`src/rtl/vga_timing_gen.sv`:
```
// VGA raster timing: pixel-rate enable, x/y counters, registered sync/active flags,
// frame strobe and once-per-frame latching of the player positions.
module vga_timing_gen #(
    parameter int CLK_DIV     = 2,
    parameter int H_SYNC      = 96,
    parameter int H_ACT_START = 144,
    parameter int H_ACT_END   = 784,
    parameter int H_TOTAL     = 800,
    parameter int V_SYNC      = 2,
    parameter int V_ACT_START = 35,
    parameter int V_ACT_END   = 515,
    parameter int V_TOTAL     = 525,
    parameter int RESET_POS   = 275
) (
    input  logic       clk,
    input  logic       rst_n,
    input  logic [9:0] team1_pos_in,
    input  logic [9:0] team2_pos_in,
    output logic       pix_tick,
    output logic [9:0] x,
    output logic [9:0] y,
    output logic       hor_sync,
    output logic       ver_sync,
    output logic       active,
    output logic       frame_start,
    output logic [9:0] team1_ver_pos,
    output logic [9:0] team2_ver_pos,
    output logic [7:0] frame_cnt
);

    localparam logic       DIV_LAST     = 1'(CLK_DIV - 1);
    localparam logic       PIX_TICK_RST = (CLK_DIV == 1);
    localparam logic [9:0] H_LAST       = 10'(H_TOTAL - 1);
    localparam logic [9:0] V_LAST       = 10'(V_TOTAL - 1);
    localparam logic [9:0] H_SYNC_W     = 10'(H_SYNC);
    localparam logic [9:0] H_ACT_S_W    = 10'(H_ACT_START);
    localparam logic [9:0] H_ACT_E_W    = 10'(H_ACT_END);
    localparam logic [9:0] V_SYNC_W     = 10'(V_SYNC);
    localparam logic [9:0] V_ACT_S_W    = 10'(V_ACT_START);
    localparam logic [9:0] V_ACT_E_W    = 10'(V_ACT_END);
    localparam logic [9:0] RESET_POS_W  = 10'(RESET_POS);

    logic       div_cnt_q, div_cnt_d;
    logic       pix_tick_q, pix_tick_d;
    logic [9:0] x_q, x_d;
    logic [9:0] y_q, y_d;
    logic       hor_sync_q, hor_sync_d;
    logic       ver_sync_q, ver_sync_d;
    logic       active_q, active_d;
    logic       frame_start_q, frame_start_d;
    logic [9:0] team1_q, team1_d;
    logic [9:0] team2_q, team2_d;
    logic [7:0] frame_cnt_q, frame_cnt_d;

    logic div_wrap;
    logic line_end;
    logic frame_end;
    logic frame_wrap;

    // Counters advance on the cycle after the registered tick; flags look at the next x/y
    // so they line up with the counter values presented in the same cycle.
    always_comb begin
        div_wrap   = (div_cnt_q == DIV_LAST);
        div_cnt_d  = div_wrap ? 1'b0 : div_cnt_q + 1'b1;
        pix_tick_d = div_wrap;

        line_end   = (x_q == H_LAST);
        frame_end  = line_end && (y_q == V_LAST);
        frame_wrap = pix_tick_q && frame_end;

        x_d = x_q;
        y_d = y_q;
        if (pix_tick_q) begin
            if (line_end) begin
                x_d = 10'd0;
                y_d = frame_end ? 10'd0 : y_q + 10'd1;
            end else begin
                x_d = x_q + 10'd1;
            end
        end

        hor_sync_d = (x_d >= H_SYNC_W);
        ver_sync_d = (y_d >= V_SYNC_W);
        active_d   = (x_d >= H_ACT_S_W) && (x_d < H_ACT_E_W) &&
                     (y_d >= V_ACT_S_W) && (y_d < V_ACT_E_W);

        frame_start_d = frame_wrap;
        team1_d       = frame_wrap ? team1_pos_in : team1_q;
        team2_d       = frame_wrap ? team2_pos_in : team2_q;
        frame_cnt_d   = frame_wrap ? frame_cnt_q + 8'd1 : frame_cnt_q;
    end

    always_ff @(posedge clk or negedge rst_n) begin
        if (!rst_n) begin
            div_cnt_q     <= 1'b0;
            pix_tick_q    <= PIX_TICK_RST;
            x_q           <= 10'd0;
            y_q           <= 10'd0;
            hor_sync_q    <= 1'b0;
            ver_sync_q    <= 1'b0;
            active_q      <= 1'b0;
            frame_start_q <= 1'b0;
            team1_q       <= RESET_POS_W;
            team2_q       <= RESET_POS_W;
            frame_cnt_q   <= 8'd0;
        end else begin
            div_cnt_q     <= div_cnt_d;
            pix_tick_q    <= pix_tick_d;
            x_q           <= x_d;
            y_q           <= y_d;
            hor_sync_q    <= hor_sync_d;
            ver_sync_q    <= ver_sync_d;
            active_q      <= active_d;
            frame_start_q <= frame_start_d;
            team1_q       <= team1_d;
            team2_q       <= team2_d;
            frame_cnt_q   <= frame_cnt_d;
        end
    end

    assign pix_tick      = pix_tick_q;
    assign x             = x_q;
    assign y             = y_q;
    assign hor_sync      = hor_sync_q;
    assign ver_sync      = ver_sync_q;
    assign active        = active_q;
    assign frame_start   = frame_start_q;
    assign team1_ver_pos = team1_q;
    assign team2_ver_pos = team2_q;
    assign frame_cnt     = frame_cnt_q;

endmodule

```
`config.mk`:
```
export PLATFORM = sky130hd
export DESIGN_NAME = vga_timing_gen
export DESIGN_NICKNAME = d
export VERILOG_FILES = /design/src/rtl/vga_timing_gen.sv
export SDC_FILE = /design/constraint.sdc
export NUM_CORES = 1
export LEC_CHECK = 0
export CAP_MARGIN = 20
export CORE_AREA = 10 10 86 88
export DETAILED_ROUTE_END_ITERATION = 10
export DIE_AREA = 0 0 96 98
export PLACE_DENSITY = 0.76
export SETUP_SLACK_MARGIN = 0.05
export SYNTH_ARGS = -nofsm -noshare
export SYNTH_HDL_FRONTEND = slang
export SYNTH_SLANG_ARGS = --single-unit
```
`constraint.sdc`:
```
create_clock -name clk -period 2.7 [get_ports clk]
set_input_delay 0.54 -clock clk [delete_from_list [all_inputs] [get_ports clk]]
set_output_delay 0.54 -clock clk [all_outputs]
set_load 0.05 [all_outputs]
```
* Word level (Yosys, flattened, before mapping)
Cells that the tools add are included.
Storage, ports and cells: register bits after elaboration 54, output and inout port bits 53, word-level logic and storage cells 34
Operators by class: add/sub/neg operators 4, $lt $le $gt $ge 6, eq/ne operators 2, mux-type cells 6, reductions and logical operators 5
Operators by type and width (number):
- $mux 10 | 5
- $add 10x1->10 const B | 2
- $eq 10x10->1 const B | 2
- $lt 10x10->1 const B | 2
- $ge 10x2->1 const B | 1
- $ge 10x6->1 const B | 1
- $ge 10x7->1 const B | 1
- $ge 10x8->1 const B | 1
- $add 8x1->8 const B | 1
- $logic_and 1x1->1 | 5
- $add 1x1->1 const B | 1
- $mux 1 | 1

* Logic depth before layout (Yosys ltp)
Gate-level depths: netlist of run 1.
word-level depth 8, depth in mapped cells 10

* Least setup slack after synthesis of run 1
Ideal clock, no wire load.
path type register to register, start register x_q[0] (netlist: x[0]), end register ver_sync_q (netlist: ver_sync), arrival 2.457 ns, data required time 2.569 ns, path slack 0.112 ns, cell stages (with the launch flop) 11, path buffers 3, clock period less this slack 2.588 ns, cells stage by stage dfrtp_1 -> ha_1 -> and4_1 -> buf_2 -> and3_1 -> buf_4 -> buf_6 -> nand4_1 -> a211oi_1 -> nand2_1 -> or3_1
Between the ends: longest elaborated chain between the ends 6
RTL lines:
- start: declaration | RTL line 45 | logic [9:0] x_q, x_d;
- start signal: assignment | RTL line 97 | x_q <= 10'd0;
- start signal: assignment | RTL line 109 | x_q <= x_d;
- $eq 10x10->1 * | RTL line 67 | line_end = (x_q == H_LAST);
- $logic_and 1x1->1 | RTL line 68 | frame_end = line_end && (y_q == V_LAST);
- $mux 10 | RTL line 76 | y_d = frame_end ? 10'd0 : y_q + 10'd1;
- $mux 10 * | RTL line 74 | if (line_end) begin
- $mux 10 * | RTL line 73 | if (pix_tick_q) begin
- $ge 10x2->1 * | RTL line 83 | ver_sync_d = (y_d >= V_SYNC_W);
- via ver_sync_d | RTL line 48 | logic ver_sync_q, ver_sync_d;
- end signal: assignment | RTL line 112 | ver_sync_q <= ver_sync_d;
- end: declaration | RTL line 48
The timed path passes the listed nets; every way through them passes the cells marked *. A chain may end at the register's enable or synchronous reset.

* Worst setup path in the final report of run 1
Same ends and word-level chain as after synthesis.

==> results.rst, run 1 <==
.. list-table::
   :header-rows: 1

   * - Metric
     - Value
   * - WP data required
     - between 2 and 3 ns
   * - Number of antenna violations at the first check in global routing
     - 0
   * - Starting density of the core
     - 0.455
   * - Clock edge transition at the registers on the reported setup and hold paths
     - around 0.090 ns
   * - Total of max-cap violations
     - 0
   * - Overall die width
     - 96 um
   * - Fraction of final layout cells with drive strength greater than 1
     - 0.199
   * - Average detailed-routed wire length per instance
     - around 16 um
   * - FMAX
     - just over 400 MHz
   * - Vias post-DR
     - 2060
   * - Cell breakdown of the critical path
     - ha_1 -> and4_1 -> and3_2 -> a211o_1 -> a211oi_1 -> nand2_1 -> or3_1
   * - Critical path start-end classification
     - flop to flop
   * - Number of setup violations in the final report
     - 0
   * - CP max stage cell
     - sky130_fd_sc_hd__dfrtp_1
   * - CTS tree
     - built
   * - Routed WL
     - about 6300 um
   * - Worst relative slew slack
     - 0.611
   * - Worst stage delay on the critical path
     - ~0.42 ns
   * - Setup slack of the most critical reg-to-reg path
     - between 0.2 and 0.3 ns
   * - Count of mapped cells out of synthesis
     - 235
   * - GP Congestion
     - 0.877
   * - Count of inserted antenna diode cells
     - 0
   * - Area growth from synthesis to layout
     - 36.9%
   * - Number of instances in the placed design
     - between 300 and 400
   * - First-pass iteration count of the detailed router
     - 4
   * - Non-filler cells, final
     - 392
   * - Transition time at the pin with the least slew margin
     - 0.584 ns
   * - Critical path startpoint category
     - flop
   * - Post-synthesis async set-or-reset flop share
     - 1.00
   * - Syn_area_per_cell
     - between 10 and 15 sq um
   * - Number of global-route vias before repair
     - approximately 2000
   * - Final slew viol count
     - 0
   * - Result of the run
     - complete, no violations
   * - Die outline height
     - between 90 and 100 um
   * - Number of post-CTS setup repair buffers
     - 0
   * - Ranking of synthesized cells by area
     - sky130_fd_sc_hd__dfrtp_1, sky130_fd_sc_hd__mux2_2, sky130_fd_sc_hd__dfstp_2
   * - Total global routing overflow
     - 0
   * - Post-Synthesis Net Count
     - ~260
   * - Count of pins on the block boundary
     - 75
   * - Clock sink count
     - 54
   * - Final setup skew
     - 0.00588 ns
   * - Number of enable-type register cells in the synthesized netlist
     - 0
   * - Largest net degree at the start of global routing
     - 28
   * - Source-to-sink clock delay at the later pin of the worst-skew pair
     - roughly 0.30 ns
   * - Die Outline Area
     - about 0.0094 sq mm
   * - Yosys reg bits
     - between 50 and 60
   * - Number of rows in the core area
     - 28
   * - Shortest clock period the worst path allows after layout
     - 2.42 ns
   * - Share of the synthesized area in the top cell type
     - 0.440
   * - Post-route ant nets
     - 0
   * - Max FO, Critical Path
     - 13
   * - Synthesized cell area
     - about 0.0026 sq mm
   * - Worst Path Buf+Inv
     - 0
   * - Hold crit path type
     - input port to async pin
   * - Sequential cell area fraction in the yosys report
     - 0.521
   * - Max H-tree Level
     - 2
   * - Number of buffers added by the clock tree synthesis step
     - 5
   * - Fin nets
     - between 300 and 400
   * - Maximum vdd ir drop
     - 0.182 mV
   * - Reported leakage power
     - roughly 1.6 nW
   * - Share of the cycle needed by the critical path after routing
     - 0.896
   * - Kind of end point of the critical path
     - flop
   * - DR iter-0 viols
     - approximately 100
   * - First-pass GRT wire length
     - between 10000 and 15000 um
   * - Yosys top cell by area
     - sky130_fd_sc_hd__dfrtp_1
   * - Most frequent standard cell in the layout excluding fill and tap cells
     - sky130_fd_sc_hd__clkdlybuf4s50_1
   * - Clock root buffer
     - sky130_fd_sc_hd__clkbuf_8
   * - Synth warnings
     - 0
   * - RSZ-0062 raised after global routing
     - no
   * - Most frequently used flop master after synthesis
     - sky130_fd_sc_hd__dfrtp_1
   * - Port Buffers
     - between 70 and 80
   * - Category of cells accounting for the largest share of critical-path delay
     - simple AND/OR/NAND/NOR gates
   * - Final hold violations
     - 0
   * - Via density per instance
     - about 5.3
   * - Signal arrival time at the worst endpoint
     - approximately 2.6 ns
   * - Most used cells in the layout excluding fill and tap cells
     - sky130_fd_sc_hd__clkdlybuf4s50_1, sky130_fd_sc_hd__dfrtp_1, sky130_fd_sc_hd__mux2_2, sky130_fd_sc_hd__nand2_1, sky130_fd_sc_hd__buf_4
   * - Setup TNS Final
     - 0 ns
   * - Core Area
     - ~0.0057 sq mm
   * - Power density normalized to cell area
     - 368 mW/mm^2
   * - Remaining DRCs
     - 0
   * - Final HPWL DP
     - roughly 4900 um
   * - Number of distinct library cell variants in the gate-level netlist after synthesis
     - 47
   * - Total track usage
     - 0.132
   * - Longest Clk Path Bufs
     - 2
## worst reg2reg max path, stage by stage (launching register included)
cell and delay, ns:
sky130_fd_sc_hd__dfrtp_1 0.42, sky130_fd_sc_hd__ha_1 0.25, sky130_fd_sc_hd__and4_1 0.30, sky130_fd_sc_hd__and3_2 0.30
sky130_fd_sc_hd__a211o_1 0.28, sky130_fd_sc_hd__a211oi_1 0.31, sky130_fd_sc_hd__nand2_1 0.09, sky130_fd_sc_hd__or3_1 0.35
## metal layers
metal	track usage	wire length [um]	part of all wire
met5	0	0	0
met1	0.180	2870	0.46
met3	0.0299	424	0.067
met2	0.203	2940	0.47
met4	0.0397	72	0.011
## where the power goes
group          internal, mW  switching (mW)
Combinational        0.0275          0.0186
Sequential            0.809               0
Clock                 0.207           0.256
Total                  1.04           0.274
## final timing paths
check / from / end / cells after the start
min in group clk: div_cnt_q / pix_tick / 0
max reg2reg: x[0] / ver_sync / 7
max in group asynchronous: rst_n / team2_ver_pos[0] / 2
max: x[0] / ver_sync / 7
min: rst_n / team1_ver_pos[6] / 1
min reg2reg: div_cnt_q / pix_tick / 0
## synth_stat cells, drive strengths merged (2+ instances only)
cell / instances
a211o: 2
a211oi: 3
a21oi: 2
a31oi: 2
and3: 4
and4: 5
buf: 8
clkbuf: 6
dfrtp: 46
dfstp: 8
ha: 4
inv: 9
mux2: 22
nand2: 17
nand3: 15
nand4: 9
nor2: 10
nor3: 8
nor4: 3
o21a: 3
o21ai: 5
o22ai: 2
o31ai: 2
or2: 2
or3: 5
or4: 2
xnor2: 12
xor2: 7
## state kept, by name (all words and copies together), names as in the netlist
name / cells
active: 1
frame_cnt: 8
pix_tick: 1
y: 10
team1_ver_pos: 10
ver_sync: 1
frame_start: 1
div_cnt_q: 1
team2_ver_pos: 10
hor_sync: 1
x: 10
## cells by family (layout without fill, tap and decap cells)
kind of cell	after synthesis	after routing	share of synthesized area
AND/OR/NAND/NOR	85	85	0.181
flip-flops	54	54	0.521
AO/OA/AOI/OAI	28	28	0.0790
buffers and inverters	23	105	0.0412
multiplexers	22	22	0.0948
XOR/XNOR	19	19	0.0637
adder cells (fa/ha/maj)	4	4	0.0191
## through the flow
| step | hold WS [ns] | util | area, sq um | power, mW | setup slack, ns |
|---|---|---|---|---|---|
| after floorplan | 0.244 | - | 2610 | 0.825 | 0.112 |
| after global placement | 0.361 | 0.605 | 3480 | 0.871 | 0.294 |
| after detailed placement | 0.371 | 0.605 | 3480 | 0.872 | 0.188 |
| after CTS | 0.244 | 0.622 | 3570 | 1.34 | 0.175 |
| after global routing | 0.266 | 0.623 | 3580 | 1.38 | 0.0720 |
| final | 0.228 | 0.623 | 3580 | 1.32 | 0.282 |
## area by class of cell
type / count / area, sq um
Clock buffer: 6 / 82.6
Sequential cell: 54 / 1360
Timing Repair Buffer: 88 / 841
Tap cell: 75 / 93.8
Clock inverter: 2 / 12.5
Inverter: 9 / 33.8
Multi-Input combinational cell: 158 / 1150
Fill cell: 484 / 2170
## what timing repair did
item	4_1_cts	5_1_grt
setup endpoints to repair	0	2
resized for setup	0	2
hold buffers	0	0
Power figures use the tool's default switching activity.
==> inputs of run 2 (changes only) <==
Settings changed: SLEW_MARGIN from default to 25.
==> results of run 2 <==
Same layout as run 1: the final DEF is identical, and so are final timing and power.
